==> src/rtl/multdiv_iter.sv <==
// multdiv_iter: iterative signed multiply (shift-add) / divide (restoring), one bit per cycle.
// Magnitudes carry an extra bit so that -2^(WIDTH-1) never wraps inside the iteration.
module multdiv_iter #(
    parameter int WIDTH = 32
) (
    input  logic             clk,
    input  logic             reset,
    input  logic             ctrl_MULT,
    input  logic             ctrl_DIV,
    input  logic [WIDTH-1:0] data_operandA,
    input  logic [WIDTH-1:0] data_operandB,
    output logic [WIDTH-1:0] data_result,
    output logic             data_exception,
    output logic             data_resultRDY,
    output logic             busy
);
    localparam logic [1:0] IDLE = 2'd0, MULT = 2'd1, DIV = 2'd2, DONE = 2'd3;
    localparam int CW = $clog2(WIDTH) + 1;

    logic [1:0]         state;
    logic [CW-1:0]      count;
    logic [WIDTH:0]     mag_a, mag_b, dvsr, rem, rem_n, shifted;
    logic [WIDTH+1:0]   diff;
    logic [2*WIDTH-1:0] mcand, prod, prod_n, prod_s;
    logic [WIDTH-1:0]   mplier, quo, quo_n, res_n;
    logic               neg, div_zero, div_exc, exc_n, start, last;

    assign start          = ctrl_MULT | ctrl_DIV;
    assign last           = count == CW'(WIDTH - 1);
    assign data_resultRDY = state == DONE;
    assign busy           = (state == MULT) | (state == DIV);
    assign mag_a = data_operandA[WIDTH-1] ? ~{1'b1, data_operandA} + 1'b1 : {1'b0, data_operandA};
    assign mag_b = data_operandB[WIDTH-1] ? ~{1'b1, data_operandB} + 1'b1 : {1'b0, data_operandB};

    always_comb begin
        prod_n  = mplier[0] ? prod + mcand : prod;
        shifted = {rem[WIDTH-1:0], quo[WIDTH-1]};
        diff    = {1'b0, shifted} - {1'b0, dvsr};
        rem_n   = diff[WIDTH+1] ? shifted : diff[WIDTH:0];
        quo_n   = {quo[WIDTH-2:0], ~diff[WIDTH+1]};
        prod_s  = neg ? ~prod_n + 1'b1 : prod_n;
        res_n   = (state == MULT) ? prod_s[WIDTH-1:0] :
                  div_zero ? '0 : neg ? ~quo_n + 1'b1 : quo_n;
        exc_n   = (state == MULT) ? (prod_s[2*WIDTH-1:WIDTH] != {WIDTH{prod_s[WIDTH-1]}}) : div_exc;
    end

    always_ff @(posedge clk) begin
        if (reset) begin
            state          <= IDLE;
            count          <= '0;
            data_result    <= '0;
            data_exception <= 1'b0;
        end else if (start) begin
            state    <= ctrl_MULT ? MULT : DIV;
            count    <= '0;
            neg      <= data_operandA[WIDTH-1] ^ data_operandB[WIDTH-1];
            mcand    <= {{(WIDTH-1){1'b0}}, mag_a};
            mplier   <= mag_b[WIDTH-1:0];
            prod     <= '0;
            rem      <= '0;
            quo      <= mag_a[WIDTH-1:0];
            dvsr     <= mag_b;
            div_zero <= data_operandB == '0;
            // -2^(W-1) / -1 is the only quotient that does not fit
            div_exc  <= (data_operandB == '0) |
                        ((data_operandA == {1'b1, {(WIDTH-1){1'b0}}}) & (&data_operandB));
        end else if (busy) begin
            count  <= count + 1'b1;
            prod   <= prod_n;
            mcand  <= mcand << 1;
            mplier <= mplier >> 1;
            rem    <= rem_n;
            quo    <= quo_n;
            if (last) begin
                state          <= DONE;
                data_result    <= res_n;
                data_exception <= exc_n;
            end
        end else if (state == DONE) begin
            state <= IDLE;
        end
    end
endmodule
==> config.mk <==
export PLATFORM = sky130hd
export DESIGN_NAME = multdiv_iter
export DESIGN_NICKNAME = d
export VERILOG_FILES = /design/src/rtl/multdiv_iter.sv
export SDC_FILE = /design/constraint.sdc
export NUM_CORES = 1
export LEC_CHECK = 0
export BUFFER_PORTS_ARGS = -buffer_cell sky130_fd_sc_hd__buf_4
export CELL_PAD_IN_SITES_DETAIL_PLACEMENT = 0
export CELL_PAD_IN_SITES_GLOBAL_PLACEMENT = 1
export CORE_AREA = 5 5 216 218
export DETAILED_ROUTE_END_ITERATION = 10
export DIE_AREA = 0 0 221 223
export PLACE_DENSITY_LB_ADDON = 0.1
export SLEW_MARGIN = 20
export SYNTH_ARGS = -nofsm -noshare
export SYNTH_HDL_FRONTEND = slang
export SYNTH_SLANG_ARGS = --single-unit
==> constraint.sdc <==
create_clock -name clk -period 31.5 [get_ports clk]
set_input_delay 1.575 -clock clk [delete_from_list [all_inputs] [get_ports clk]]
set_output_delay 1.575 -clock clk [all_outputs]
set_load 0.01 [all_outputs]
Word-level counts from Yosys, hierarchy flattened --
Index checks and enable logic that the tools add are counted.
Operators by class: add/subtract/negate cells 7, eq/ne operators 7, muxes and demuxes 22, reductions and logical operators 9, shifts and indexed selects 0, magnitude comparators 0, bitwise logic cells 12, multiply operators 0, div/mod/pow operators 0
Operators by type and width (count):
- $mux W32 | 10
- $mux W64 | 4
- $add A33 B1 Y33 const B | 2
- $mux W33 | 2
- $not A33 Y33 | 2
- $add A64 B1 Y64 const B | 1
- $add A64 B64 Y64 | 1
- $not A64 Y64 | 1
- $sub A33 B33 Y34 | 1
- $add A32 B1 Y32 const B | 1
- $eq A32 B32 Y1 const B | 1
- $logic_not A32 Y1 | 1
- $ne A32 B32 Y1 | 1
- $not A32 Y32 | 1
- $reduce_and A32 Y1 | 1
- $mux W2 | 5
- $add A6 B1 Y6 const B | 1
- $eq A6 B5 Y1 const B | 1
- $reduce_and A2 Y1 | 3
- $eq A2 B2 Y1 const B | 2
- $ne A3 B1 Y1 const B | 1
- $not A1 Y1 | 3
- $or A1 B1 Y1 | 3
- $reduce_and A3 Y1 | 1
- other kinds (7) | 7
Word-level totals: bits in read-only memories 0, memories kept 0, register bits after elaboration 301, logic and storage cells 72, bits in latches 0, RAM bits 0, output and inout port bits 35

Depth between registers and ports, before layout --
Gate-level depths: netlist of the first run.
depth in word-level cells 7, depth in mapped cells 24

Worst setup path after synthesis of the first run --
OpenSTA, ideal clock, no wires.
path kind input port to flip-flop, from in ctrl_DIV, to reg mcand[0], enable pin, arrival time 11763 ps, data required time 30688 ps, setup time 812 ps, buffers on the path 3, setup slack 18925 ps, stages 6, path through or2_2 clkbuf_1 clkbuf_1 clkbuf_1 nor2_1 nor2_1
Between the ends: longest elaborated chain between the ends 3
RTL lines:
- start, declared | line 9 | input logic ctrl_DIV,
- $or A1 B1 Y1 | line 28 | assign start = ctrl_MULT | ctrl_DIV;
- $reduce_bool A2 Y1 (no line)
- $reduce_and A2 Y1 (no line)
- end signal, assigned | line 57 | mcand <= {{(WIDTH-1){1'b0}}, mag_a};
- end signal, assigned | line 70 | mcand <= mcand << 1;
- end, declared | line 24 | logic [2*WIDTH-1:0] mcand, prod, prod_n, prod_s;
Every way passes these cells. A chain may end at the register's enable or synchronous reset.

Final worst setup path of the first run --
from reg mcand[15], to reg data_exception
Between the ends: longest elaborated chain between the ends 7
RTL lines:
- $add A64 B64 Y64 * | line 36 | prod_n = mplier[0] ? prod + mcand : prod;
- $mux W64 * | line 36
- $not A64 Y64 | line 41 | prod_s = neg ? ~prod_n + 1'b1 : prod_n;
- $add A64 B1 Y64 | line 41
- $mux W64 * | line 41
- $ne A32 B32 Y1 * | line 44 | exc_n = (state == MULT) ? (prod_s[2*WIDTH-1:WIDTH] != {WIDTH{prod_s[WIDTH-1]}}) : div_exc;
- $mux W1 * | line 44
- end signal, assigned | line 77 | data_exception <= exc_n;
- end, declared | line 13 | output logic data_exception,
Every way passes the cells marked *; elsewhere a longest branch is shown, timed or not.

==> results of run 1 <==
## final timing paths
check	slack, ns	cells past startpoint	end	startpoint
worst max register to register	25.53	17	data_exception	mcand[15]
worst min register to register	0.51	2	data_result[1]	data_result[1]
worst min-delay path	0.51	2	data_result[1]	data_result[1]
worst max-delay path	25.53	17	data_exception	mcand[15]
## worst max-delay path, delay by kind of cell, from the launching register on
family          cells  cell delay, ns
compound gates      9            2.26
xor+xnor            2            0.60
fa+ha+maj           1            0.47
flops               1            0.43
simple gates        5            2.06
## power groups by stage
| stage | Clock [mW] | Combinational (mW) | Sequential [mW] |
|---|---|---|---|
| after floorplan | 0 | 0.301 | 0.497 |
| after global placement | 0 | 0.396 | 0.497 |
| after detailed placement | 0 | 0.401 | 0.498 |
| after CTS | 0.453 | 0.403 | 0.490 |
| after global routing | 0.472 | 0.448 | 0.493 |
| final | 0.445 | 0.410 | 0.490 |
## cell usage after synthesis, types with 17 or more instances
master      n  area, µm²
nand4_1    40        250
clkbuf_1   86        323
buf_2      27        135
o21a_1     85        638
a21oi_1   141        706
a31oi_1    27        169
nand2b_1   24        150
nand3_1    67        335
ha_1      105       1310
nand2_1   199        747
a21o_1     57        428
xnor2_1   116       1020
o41ai_1    17        149
nor3_1     94        470
a211oi_1   21        158
o31ai_1    44        330
and3_1     34        213
dfxtp_1    41        821
mux2i_1    42        420
xor2_1     66        578
inv_1      87        327
nor2_1    319       1200
nor4_1     23        144
and2_1     63        394
a221oi_1   26        228
edfxtp_1  260       7810
o21ai_0   120        601
or3_1      29        181
## sequential cells by signal, summed over array words and instances, names as in the netlist
signal,cells
neg,1
quo,32
state,2
div_exc,1
rem,32
mcand,64
prod,64
count,6
mplier,32
data_exception,1
dvsr,33
data_result,32
div_zero,1
## routing by layer
layer | up-vias | track usage, % | part of all wire [%]
met1 | 9947 | 39.8 | 47
met4 | 0 | 6.30 | 2.3
met2 | 691 | 40.3 | 44
met3 | 89 | 3.91 | 6.8
li1 | 9777 | - | -
met5 | - | 0 | 0
## cell families after synthesis
kind of cell	synth area share (%)
and+or+nand+nor	21.7
AOI/OAI and AO/OA	22.3
DFF	37.1
buffers and inverters	3.87
xor gates and xnor gates	6.85
adders and majority gates	5.82
muxes	2.34
other	0.0161
## layout make-up
type	instances	area, µm²	share of cell area, %
clock inverter	23	210	0.819
multi-input combinational	2077	13800	53.7
clock buffer	48	1040	4.05
tap	600	751	2.92
timing repair buffer	121	925	3.60
inverter	89	334	1.30
sequential	301	8630	33.6
## stage by stage
| step | util, % | hold WS, ns | setup slack [ns] |
|---|---|---|---|
| 5_1_grt | 57.4 | 0.524 | 25.12 |
| 2_1_floorplan | - | 0.472 | 18.92 |
| 3_5_place_dp | 54.6 | 0.498 | 25.64 |
| 6_report | 57.4 | 0.512 | 25.53 |
| 4_1_cts | 57.4 | 0.507 | 25.59 |
| 3_3_place_gp | 54.6 | 0.487 | 25.60 |
==> flow_summary.json, run 1 <==
{
  "start_util_pct": 52.1,
  "finalSetupViolations": 0,
  "final_cells": 3259,
  "hp-class": "reg2reg",
  "crit_type": "reg2reg",
  "synth_area_per_cell_um2": 8.95,
  "slew_violations": 0,
  "ant_nets": 0,
  "num_antenna_cells": 0,
  "drive_gt1_share_pct": 10.8,
  "grt_pass1_wl_um": 106000,
  "drv_cap": 0,
  "synth_ff_type": "edfxtp_1",
  "max_stage_delay_ns": 0.66,
  "cts-root-buf": "clkbuf_16",
  "clockBufferDepth": 3,
  "dp_cells": 3187,
  "end_kind": "flip-flop",
  "crit_arrival_ns": 6.41,
  "synth_nets": 2775,
  "gp_congestion": 0.936,
  "clock_skew_ns": 0.0268,
  "run_status": "finished, final reports clean",
  "postSynthCellCount": 2600,
  "grt_pass1_vias": 19000,
  "rows": 78,
  "antenna_found_initial": 0,
  "synth.distinct_cells": 113,
  "overflow": 0,
  "path_max_fanout": 11,
  "synth_edf_count": 260,
  "cts_tree": "built",
  "numPortBuffers": 102,
  "switchingPower_uw": 462,
  "cts_setup_buffers": 0,
  "dieHeight_um": 223,
  "final_common_cell": "nor2_1",
  "p_per_area_nw_per_um2": 52.4,
  "intPower_uw": 883,
  "area_delta_synth_final_pct": 10.3,
  "route.detailed.drc": 0,
  "rsz0062_at_grt": "no",
  "syn_area_um2": 23300,
  "fillerInstances": 4109,
  "async_reset_ff_share_pct": 0,
  "total_power_mw": 1.34,
  "vdd_ir_drop_max_mv": 0.0350,
  "ys_seq_area_share_pct": 37.1,
  "leakage_nw": 9.59,
  "final_area_um2": 25700,
  "switching_share_pct": 34.4,
  "worstSkewPairLatency_ns": 0.57,
  "drt_pass1_iterations": 6,
  "clkTransAtPathRegs_ns": 0.06,
  "cts.sinks": 301,
  "worstPathCellList": "ha_1 > a211oi_1 > o21ai_1 > o211ai_1 > nor2b_1 > a21o_1 > a21oi_1 > xnor2_1 > a41oi_1 > nor4_4 > nand3_1 > o41ai_1 > xnor2_1 > nand4_1 > nor4b_1 > a41oi_1 > o21a_1",
  "vias": 20500,
  "routed_wl_um": 68100,
  "p_clk_share_pct": 33.1,
  "seq_power_share_pct": 36.4,
  "relSlewSlack_pct": 15.6,
  "ys_ff_latch": 301,
  "via_per_inst": 6.29,
  "power_frac_comb_pct": 30.5,
  "final_cell_mix": "315 x nor2_1, 260 x edfxtp_1, 199 x nand2_1",
  "grt_use_total_pct": 26.4,
  "dieArea_um2": 49300,
  "tightestPinTransition_ns": 1.25,
  "crit_path_top_delay_cell": "nor2b_1",
  "timing.setup.tns_ns": 0,
  "drt-wirelength-per-cell_um": 20.9,
  "core_area_um2": 44700,
  "nets": 2804,
  "required_ns": 31.94,
  "die_w_um": 221,
  "fin_crit_sh_pct": 18.9,
  "fin_crit_ns": 5.97,
  "finalHoldViolCount": 0,
  "drt-initial-drc-count": 2118,
  "placedInstanceArea_um2": 24400,
  "grt_max_degree": 97,
  "numCtsBuffers": 39,
  "worst_setup_path_start_kind": "flip-flop",
  "dp_hpwl_um": 49700,
  "h-tree-depth": 2,
  "fmax_ghz": 0.168,
  "ios": 103,
  "yosys_warnings": 0,
  "postCtsHoldBufs": 0,
  "cts_resized": 0
}
(Power assumes the default switching activity.)
==> run 2, diff against run 1 <==
- CORE_AREA: 5 5 216 218 -> 5 5 236 238
- DIE_AREA: 0 0 221 223 -> 0 0 241 243
- clock period: 31.5 -> 4.9 ns (I/O delays scaled with it)
==> run 2 against run 1 <==
The flow now finishes with violations (negative setup slack). Final cell count is 14% higher. Total power grew to 7.2 times the previous value. Register-to-register slack worse by 26 ns. First-iteration DRC count is 21% lower. Combinational power grew to 8.2 times the previous value.
==> flow_summary.json, run 2 (synthesized netlist as in run 1, its figures left out) <==
{
  "pre_cts_ws_ns": -0.230,
  "h-tree-depth": 2,
  "relSlewSlack_pct": 22.8,
  "regToRegEndpoint": "data_exception",
  "min_to": "dvsr[6]",
  "hp-class": "in2reg",
  "area_delta_synth_final_pct": 26.9,
  "worstSkewPairLatency_ns": 0.60,
  "grt_pass1_wl_um": 119000,
  "grt_max_degree": 152,
  "numPortBuffers": 102,
  "grt_pass1_vias": 21100,
  "nets": 3165,
  "hold-worst-slack_ns": 0.0319,
  "via_per_inst": 5.85,
  "p_per_area_nw_per_um2": 328,
  "dieHeight_um": 243,
  "routed_wl_um": 77000,
  "tightestPinTransition_ns": 1.14,
  "start_util_pct": 43.6,
  "grt_use_met1_pct": 37.2,
  "grt_most_used_layer": "met2",
  "setup_ws_ns": -0.0512,
  "worst_setup_path_start_kind": "flip-flop",
  "overflow": 0,
  "crit_start": "prod[0]",
  "drive_gt1_share_pct": 23.5,
  "finalSetupViolations": 1,
  "dieArea_um2": 58600,
  "dp_hpwl_um": 57200,
  "timing.setup.tns_ns": -0.0512,
  "vias": 21800,
  "fmax_ghz": 0.202,
  "vdd_ir_drop_max_mv": 0.246,
  "path_max_fanout": 5,
  "drv_cap": 0,
  "worstRegToRegCells": 20,
  "crit_type": "reg2reg",
  "met2_usage_pct": 39.2,
  "core_area_um2": 53400,
  "r2r_start": "prod[0]",
  "run_status": "finished with violations",
  "fin_crit_sh_pct": 101,
  "cts_tree": "built",
  "final_util_pct": 55.3,
  "leakage_nw": 11.6,
  "rsz0062_at_grt": "yes",
  "antenna_found_initial": 0,
  "finalHoldViolCount": 0,
  "clock_skew_ns": 0.0330,
  "whs_path_depth": 2,
  "cts-root-buf": "clkbuf_16",
  "clockBufferDepth": 3,
  "clkTransAtPathRegs_ns": 0.07,
  "reg2reg_slack_ns": -0.05,
  "grt_use_total_pct": 25.3,
  "drt-wirelength-per-cell_um": 20.7,
  "grt_util_met3_pct": 4.54,
  "failed_checks": "negative setup slack",
  "end_kind": "flip-flop",
  "rows": 85,
  "gp_congestion": 0.881,
  "required_ns": 5.38,
  "final_cell_mix": "446 x buf_4, 311 x nor2_1, 260 x edfxtp_1",
  "ant_nets": 0,
  "die_w_um": 241,
  "top_regs": "mcand x64, prod x64, dvsr x33",
  "slew_violations": 0,
  "drt_pass1_iterations": 6,
  "numCtsBuffers": 40,
  "num_antenna_cells": 0,
  "cts.sinks": 301,
  "final_common_cell": "buf_4",
  "ios": 103,
  "route.detailed.drc": 0,
  "fin_crit_ns": 4.95,
  "min_from": "data_operandB[6]",
  "crit_arrival_ns": 5.43,
  "fillerInstances": 4949,
  "drt-initial-drc-count": 1671
}
## run 2: changes by cell type in the layout (fill, tap and decap cells not counted), moves of 6 or more
| cell | before | now |
|---|---|---|
| buf_4 | 119 | 446 |
| dlygate4sd3_1 | 0 | 23 |
| ha_1 | 105 | 92 |
| o31ai_1 | 44 | 36 |
| ha_4 | 0 | 7 |
| ha_2 | 0 | 6 |
| nor4_1 | 23 | 17 |
| o31ai_2 | 1 | 7 |
## run 2: worst max path at each step
stage                      to
2_1_floorplan        mcand[0]
3_3_place_gp   data_exception
3_5_place_dp   data_exception
4_1_cts        data_exception
5_1_grt        data_exception
6_report       data_exception
## run 2: cell type report
class | instances | area (µm²) | share of cell area [%]
repair buffers | 481 | 3780 | 12.8
multi-input cells | 2077 | 14500 | 49.1
clock inverters | 21 | 285 | 0.966
well taps | 696 | 871 | 2.95
inverters | 89 | 334 | 1.13
clock buffers | 53 | 1130 | 3.83
flip-flops and latches | 301 | 8630 | 29.2
## run 2: what timing repair did
item	CTS	global route
gates resized for setup	33	98
hold buffers	23	0
endpoints found under the hold margin	23	0
setup endpoints to repair	7	11
pin swaps	6	57
setup buffers	2	24
## run 2: stage by stage
step	instance area, µm²	cells	total power [mW]
floorplan	23300	2600	5.10
global placement	26900	3595	6.29
detailed placement	26900	3595	6.33
CTS	28800	3694	9.58
global route	29500	3718	10.2
finish	29500	3718	9.69
## run 2: per-layer routing
layer,vias up,part of all wire (%)
met4,0,1.6
li1,10500,-
met3,73,6.1
met5,-,0
met1,10600,48
met2,586,45
## run 2: critical path, cell delays in order, from the launching register on
cell and delay (ns):
edfxtp_1 0.41, ha_2 0.21, inv_2 0.06, fa_2 0.22
nor2b_4 0.05, o31a_1 0.39, o21ai_4 0.24, and3b_1 0.24
o22ai_2 0.09, or4b_4 0.53, a211oi_4 0.40, nand3_4 0.24
nor3_4 0.25, nand4_1 0.16, buf_4 0.17, mux2_2 0.26
o32ai_1 0.25, nand4_1 0.20, o31ai_4 0.12, nand4_1 0.12
o21a_1 0.19
## run 2: report_power, final
group	internal, mW	switching (mW)	total [mW]
combinational	1.47	1.89	3.36
clock	1.90	1.26	3.16
sequential	3.03	0.136	3.17
total	6.41	3.28	9.69
